==> src/rtl/mmu_l2tlb_pkg.sv <==
// Shared definitions for the L2 TLB tree pseudo-LRU engine: width helper,
// heap-indexed tree navigation and victim-source encoding.
package mmu_l2tlb_pkg;

  localparam int unsigned PLRU_WAYS_DEFAULT = 4;
  localparam int unsigned PLRU_NODES        = PLRU_WAYS_DEFAULT - 1;

  typedef enum logic {
    SRC_TREE    = 1'b0,
    SRC_INVALID = 1'b1
  } victim_src_e;

  function automatic int unsigned clog2(input int unsigned v);
    int unsigned r;
    r = 0;
    while ((32'd1 << r) < v) r++;
    return r;
  endfunction

  function automatic int unsigned plru_nodes(input int unsigned ways);
    return ways - 1;
  endfunction

  function automatic int unsigned plru_parent(input int unsigned n);
    return n >> 1;
  endfunction

  function automatic int unsigned plru_lchild(input int unsigned n);
    return 2 * n;
  endfunction

  function automatic int unsigned plru_rchild(input int unsigned n);
    return 2 * n + 1;
  endfunction

  // Bit written into the parent of heap node 'child' when the access path
  // passes through it: 1 steers future victims away from the lower subtree.
  function automatic logic plru_path_bit(input int unsigned child);
    return ~child[0];
  endfunction

endpackage

==> src/rtl/mmu_plru_tree_walk.sv <==
// Combinational victim selection: lowest invalid way if any, otherwise the
// leaf reached by walking the PLRU tree from the root.
module mmu_plru_tree_walk
  import mmu_l2tlb_pkg::*;
#(
  parameter  int unsigned WAYS  = 4,
  localparam int unsigned WAY_W = clog2(WAYS),
  localparam int unsigned NODES = plru_nodes(WAYS)
) (
  input  logic [NODES-1:0] state_i,
  input  logic [WAYS-1:0]  valid_i,
  output logic [WAYS-1:0]  way_o,
  output logic [WAY_W-1:0] idx_o,
  output logic             from_inv_o
);

  logic [WAY_W-1:0] node;
  logic             found;
  victim_src_e      src;

  always_comb begin
    node  = WAY_W'(1);
    found = 1'b0;
    src   = SRC_TREE;
    idx_o = '0;
    if (valid_i != '1) begin
      src = SRC_INVALID;
      for (int unsigned w = 0; w < WAYS; w++) begin
        if (!found && !valid_i[w]) begin
          idx_o = WAY_W'(w);
          found = 1'b1;
        end
      end
    end else begin
      // Heap node n lives at state bit n-1; the leading 1 shifts out on the
      // final step, leaving the leaf's way index in node.
      for (int unsigned l = 0; l < WAY_W; l++) begin
        node = WAY_W'({node, state_i[node - 1'b1]});
      end
      idx_o = node;
    end
  end

  assign from_inv_o = (src == SRC_INVALID);

  always_comb begin
    way_o        = '0;
    way_o[idx_o] = 1'b1;
  end

endmodule

==> src/rtl/mmu_l2tlb_plru_nway.sv <==
// Per-set tree pseudo-LRU state for the L2 TLB with registered victim lookup,
// same-set write-first bypass and single-cycle global flush.
module mmu_l2tlb_plru_nway
  import mmu_l2tlb_pkg::*;
#(
  parameter  int unsigned WAYS  = 4,
  parameter  int unsigned SETS  = 16,
  localparam int unsigned SET_W = (SETS > 1) ? clog2(SETS) : 1,
  localparam int unsigned WAY_W = clog2(WAYS)
) (
  input  logic             clk,
  input  logic             rst,
  input  logic             i_flush,
  input  logic             i_upd_vld,
  input  logic [SET_W-1:0] i_upd_set,
  input  logic [WAYS-1:0]  i_upd_way,
  input  logic             i_lkp_vld,
  input  logic [SET_W-1:0] i_lkp_set,
  input  logic [WAYS-1:0]  i_lkp_valid_ways,
  output logic             o_victim_vld,
  output logic [WAYS-1:0]  o_victim_way,
  output logic [WAY_W-1:0] o_victim_idx,
  output logic             o_victim_from_inv,
  output logic             o_err_multihot
);

  localparam int unsigned NODES = plru_nodes(WAYS);

  logic [NODES-1:0] state_q [SETS];

  logic             upd_onehot, upd_multi, upd_in_range, upd_ok, lkp_in_range;
  logic [WAY_W-1:0] upd_idx, parent;
  logic [WAY_W:0]   node;
  logic [NODES-1:0] upd_cur, upd_nxt, lkp_cur, lkp_state;
  logic [WAYS-1:0]  walk_way;
  logic [WAY_W-1:0] walk_idx;
  logic             walk_inv;

  logic             victim_vld_q, victim_inv_q, err_q;
  logic [WAYS-1:0]  victim_way_q;
  logic [WAY_W-1:0] victim_idx_q;

  assign upd_onehot   = $onehot(i_upd_way);
  assign upd_multi    = (i_upd_way != '0) && !upd_onehot;
  assign upd_in_range = (32'(i_upd_set) < SETS);
  assign lkp_in_range = (32'(i_lkp_set) < SETS);
  assign upd_ok       = i_upd_vld && upd_onehot && upd_in_range && !i_flush;

  always_comb begin
    upd_idx = '0;
    for (int unsigned w = 0; w < WAYS; w++) begin
      if (i_upd_way[w]) upd_idx = upd_idx | WAY_W'(w);
    end
    upd_cur = '0;
    lkp_cur = '0;
    for (int unsigned s = 0; s < SETS; s++) begin
      if (SET_W'(s) == i_upd_set) upd_cur = state_q[s];
      if (SET_W'(s) == i_lkp_set) lkp_cur = state_q[s];
    end
  end

  // Climb from the accessed leaf (heap index WAYS+idx) to the root, marking
  // each ancestor to point away from the side just used.
  always_comb begin
    upd_nxt = upd_cur;
    node    = {1'b1, upd_idx};
    parent  = '0;
    for (int unsigned l = 0; l < WAY_W; l++) begin
      parent                   = WAY_W'(plru_parent(32'(node)));
      upd_nxt[parent - 1'b1]   = plru_path_bit(32'(node));
      node                     = {1'b0, parent};
    end
  end

  always_comb begin
    if (i_flush || !lkp_in_range)                lkp_state = '0;
    else if (upd_ok && (i_lkp_set == i_upd_set)) lkp_state = upd_nxt;
    else                                         lkp_state = lkp_cur;
  end

  mmu_plru_tree_walk #(.WAYS(WAYS)) u_walk (
    .state_i    (lkp_state),
    .valid_i    (i_lkp_valid_ways),
    .way_o      (walk_way),
    .idx_o      (walk_idx),
    .from_inv_o (walk_inv)
  );

  always_ff @(posedge clk) begin
    if (rst || i_flush) begin
      for (int unsigned s = 0; s < SETS; s++) state_q[s] <= '0;
    end else if (upd_ok) begin
      for (int unsigned s = 0; s < SETS; s++) begin
        if (SET_W'(s) == i_upd_set) state_q[s] <= upd_nxt;
      end
    end
  end

  always_ff @(posedge clk) begin
    if (rst) begin
      victim_vld_q <= 1'b0;
      victim_way_q <= '0;
      victim_idx_q <= '0;
      victim_inv_q <= 1'b0;
      err_q        <= 1'b0;
    end else begin
      victim_vld_q <= i_lkp_vld;
      err_q        <= i_upd_vld && upd_multi && upd_in_range && !i_flush;
      if (i_lkp_vld) begin
        victim_way_q <= walk_way;
        victim_idx_q <= walk_idx;
        victim_inv_q <= walk_inv;
      end
    end
  end

  assign o_victim_vld      = victim_vld_q;
  assign o_victim_way      = victim_way_q;
  assign o_victim_idx      = victim_idx_q;
  assign o_victim_from_inv = victim_inv_q;
  assign o_err_multihot    = err_q;

endmodule

==> config.mk <==
export PLATFORM = sky130hd
export DESIGN_NAME = mmu_l2tlb_plru_nway
export DESIGN_NICKNAME = d
export VERILOG_FILES = /design/src/rtl/mmu_l2tlb_pkg.sv /design/src/rtl/mmu_plru_tree_walk.sv /design/src/rtl/mmu_l2tlb_plru_nway.sv
export SDC_FILE = /design/constraint.sdc
export NUM_CORES = 1
export LEC_CHECK = 0
export ABC_AREA = 0
export CORE_MARGIN = 2
export CORE_UTILIZATION = 58
export DETAILED_ROUTE_END_ITERATION = 6
export PLACE_DENSITY = 0.89
export SLEW_MARGIN = 15
export SYNTH_ARGS = -nofsm -noshare
export SYNTH_HDL_FRONTEND = slang
export SYNTH_HIERARCHICAL = 1
export SYNTH_SLANG_ARGS = --single-unit
==> constraint.sdc <==
create_clock -name clk -period 4.1 [get_ports clk]
set_input_delay 0.41 -clock clk [delete_from_list [all_inputs] [get_ports clk]]
set_output_delay 0.41 -clock clk [all_outputs]
set_load 0.005 [all_outputs]
==> results of run 1 <==
==> routing by layer <==
metal / share of wire (%) / track usage (%) / vias up
met4: 3.4 / 13.4 / 0
met2: 47 / 48.2 / 205
li1: - / - / 1292
met1: 37 / 41.0 / 1361
met5: 0 / 0 / -
met3: 12 / 8.09 / 39
==> kinds of logic (layout without fill, tap and decap cells) <==
| family | count (synthesis) | after routing | synth area share, % |
|---|---|---|---|
| AO/OA/AOI/OAI | 75 | 75 | 15.5 |
| XOR/XNOR | 4 | 4 | 1.03 |
| adder cells (fa/ha/maj) | 4 | 4 | 1.69 |
| buffers and inverters | 34 | 70 | 4.55 |
| flip-flops | 57 | 57 | 47.5 |
| multiplexers | 26 | 26 | 9.61 |
| AND/OR/NAND/NOR | 131 | 131 | 20.1 |
==> power by group through the flow <==
stage               sequential, mW  clock (mW)  combinational, mW
floorplan                    0.682           0              0.146
global placement             0.689           0              0.217
detailed placement           0.691           0              0.223
CTS                          0.680       0.443              0.224
global route                 0.683       0.471              0.247
finish                       0.681       0.445              0.229
==> final timing paths <==
path	start	endpoint	slack (ps)	cells after the start
worst min-delay path	o_victim_way[2]	o_victim_way[2]	500	2
worst max-delay path	i_upd_way[1]	o_victim_idx[0]	330	16
worst max register to register	state_q[0][7]	o_victim_way[0]	1620	9
worst min register to register	o_victim_way[2]	o_victim_way[2]	500	2
==> cells in the mapped netlist (3+ instances only) <==
| cell type | number | area [µm²] |
|---|---|---|
| a211oi_1 | 4 | 30.0 |
| a21oi_1 | 11 | 55.1 |
| a31oi_1 | 4 | 25.0 |
| and3_1 | 3 | 18.8 |
| buf_2 | 7 | 35.0 |
| buf_4 | 5 | 37.5 |
| clkbuf_1 | 7 | 26.3 |
| dfxtp_1 | 9 | 180 |
| edfxtp_1 | 48 | 1440 |
| ha_1 | 3 | 37.5 |
| inv_1 | 14 | 52.6 |
| mux2_2 | 4 | 45.0 |
| mux2i_1 | 17 | 170 |
| mux4_2 | 5 | 113 |
| nand2_1 | 25 | 93.8 |
| nand2b_1 | 3 | 18.8 |
| nand3_1 | 11 | 55.1 |
| nand3b_1 | 4 | 30.0 |
| nor2_1 | 46 | 173 |
| nor2b_1 | 10 | 62.6 |
| nor3_1 | 8 | 40.0 |
| o211ai_1 | 3 | 22.5 |
| o21ai_0 | 21 | 105 |
| o22ai_1 | 4 | 25.0 |
| or2_2 | 3 | 18.8 |
| or3_1 | 4 | 25.0 |
==> worst register-to-register path, stage by stage, from the launching register on <==
cell      delay (ps)
edfxtp_1         430
mux4_2           480
and2_0           170
a211o_1          320
a31oi_4          330
a21oi_1          200
nand2b_1         180
o21ai_1          130
mux2i_1           90
nor2_1            90
==> per-stage QoR <==
stage	cell area (µm²)	instances
floorplan	3410	331
global placement	3770	423
detailed placement	3770	423
CTS	3940	439
global route	3940	439
finish	3940	439
==> registers in the layout (all words and copies together) (netlist names) <==
name and flops:
state_q 48, o_victim_way 4, o_victim_idx 2, o_err_multihot 1, o_victim_from_inv 1, o_victim_vld 1
==> area by class of cell <==
cell class              count  share of cell area [%]
repair buffers             40                    9.48
flip-flops and latches     57                    41.2
clock inverters             6                   0.890
inverters                  14                    1.34
well taps                  72                    2.29
clock buffers              10                    3.24
multi-input cells         240                    41.6
==> results.yml, run 1 <==
clock_network:
  root_buffer: "clkbuf_8"
  clock_sinks: 57
  hold_buffers: 0
  clock_latency_ps: 350
  cts_tree: "done"
  cts_made_buffers: 9
  cts_setup_buffers: 0
  cts_resized: 0
  htreeDepth: 3
  clockBufferDepth: 2
  path_clk_slew_ps: 70
placed_design:
  pre_cts_slack_ps: -12.3
  io_buffers: 29
  gp_congestion: 0.965
  dp_hpwl_um: 6470
floorplan:
  die_x_um: 80.7
  design.core.area_um2: 5610
  rows: 27
  io_pins: 30
  start_util_pct: 60.8
  dieArea_um2: 6510
  die_h_um: 80.7
finish:
  seq_area_um2: 1620
  utilization_pct: 70.2
  n_antenna_cell: 0
  drive_gt1_share_pct: 13.6
  final_common_cell: "edfxtp_1"
  multi_input_area_um2: 1640
  final_nets: 387
  final_cell_mix: "48 x edfxtp_1, 46 x nor2_1, 29 x clkdlybuf4s50_1, 25 x nand2_1, 21 x o21ai_0"
  syn_to_final_growth_pct: 15.3
  num-fill-cells: 417
global_route:
  track_usage_pct: 30.9
  grt_pass1_wl_um: 14400
  antenna_found_initial: 0
  grt_max_degree: 23
  grt_overflow_total: 0
  grt_pass1_vias: 2715
routing:
  dr.pass1.iters: 7
  route.detailed.drc: 1
  num_vias: 2897
  routed_wl_um: 9170
  vias_per_cell: 6.60
  ant_nets: 0
  wl_per_cell_um: 20.9
  initialDrtViolationCount: 504
sta:
  period_minus_slack_ps: 3770
  setup_ws_ps: 332
  setup_viol: 0
  clock_skew_ps: 10.1
  hold_ws_ps: 501
  fmax_mhz: 265
  timing.final.crit_share_pct: 91.9
  worst_pin_slew_ps: 932
  finalHoldViolations: 0
  slew_headroom_pct: 37.7
  rsz0062_at_grt: "false"
  tns_ps: 0
  slew_viol_final: 0
yosys:
  ys_warn_count: 6
  synth.avg_cell_area_um2: 10.3
  netlist_instances: 331
  syn-num-nets: 356
  synth_edf_count: 48
  ys_ff_latch: 57
  synth_area_um2: 3410
  synthDistinctLibCells: 63
  async_reset_ff_share_pct: 0
  ys.flop_type: "edfxtp_1"
  seq_area_frac_synth_pct: 47.5
critical_path:
  critPathSlowestCell: "clkdlybuf4s50_1"
  crit_chain: "clkdlybuf4s50_1 -> inv_1 -> fa_1 -> inv_1 -> ha_1 -> ha_1 -> nor3b_4 -> nand3b_1 -> nor4_4 -> a31oi_1 -> a311o_1 -> a21oi_1 -> nand2b_4 -> a311oi_2 -> mux2i_1 -> nor2_1"
  path_class: "primary input to flop"
  cp-end-kind: "flop"
  cp-start-kind: "primary input"
  cp_max_fo: 3
  slowest_delay_ps: 520
  critPathBufInv: 3
  critPathArrivalTime_ps: 4050
  crit_family: "compound AO/OA/AOI/OAI gates"
  crit_required_ps: 4380
pwr:
  p_sw_share_pct: 28.2
  power_mw: 1.35
  combPwrFrac_pct: 16.9
  power_switching_mw: 0.382
  p_int_mw: 0.973
  vdd_drop_max_mv: 0.226
  clkPwrFrac_pct: 32.8
  power.density_nw_per_um2: 344
  seqPwrFrac_pct: 50.3
  leakagePower_nw: 1.47
worst_hold_path:
  hold_class: "flop to flop"
status:
  status: "finished with violations"
  violations: "DRC"
job:
  drv_cap: 0
Note: power is estimated with default switching activity, not from simulation.
==> run 2, diff against run 1 <==
--- a/config.mk
+++ b/config.mk
@@ -8,8 +8,10 @@
 export ABC_AREA = 0
 export CORE_MARGIN = 2
 export CORE_UTILIZATION = 58
+export CTS_CLUSTER_DIAMETER = 200
 export DETAILED_ROUTE_END_ITERATION = 6
 export PLACE_DENSITY = 0.89
+export SKIP_CTS_REPAIR_TIMING = 1
 export SLEW_MARGIN = 15
 export SYNTH_ARGS = -nofsm -noshare
 export SYNTH_HDL_FRONTEND = slang
==> results of run 2 <==
Same layout as run 1: the final DEF is identical, and so are final timing and power.
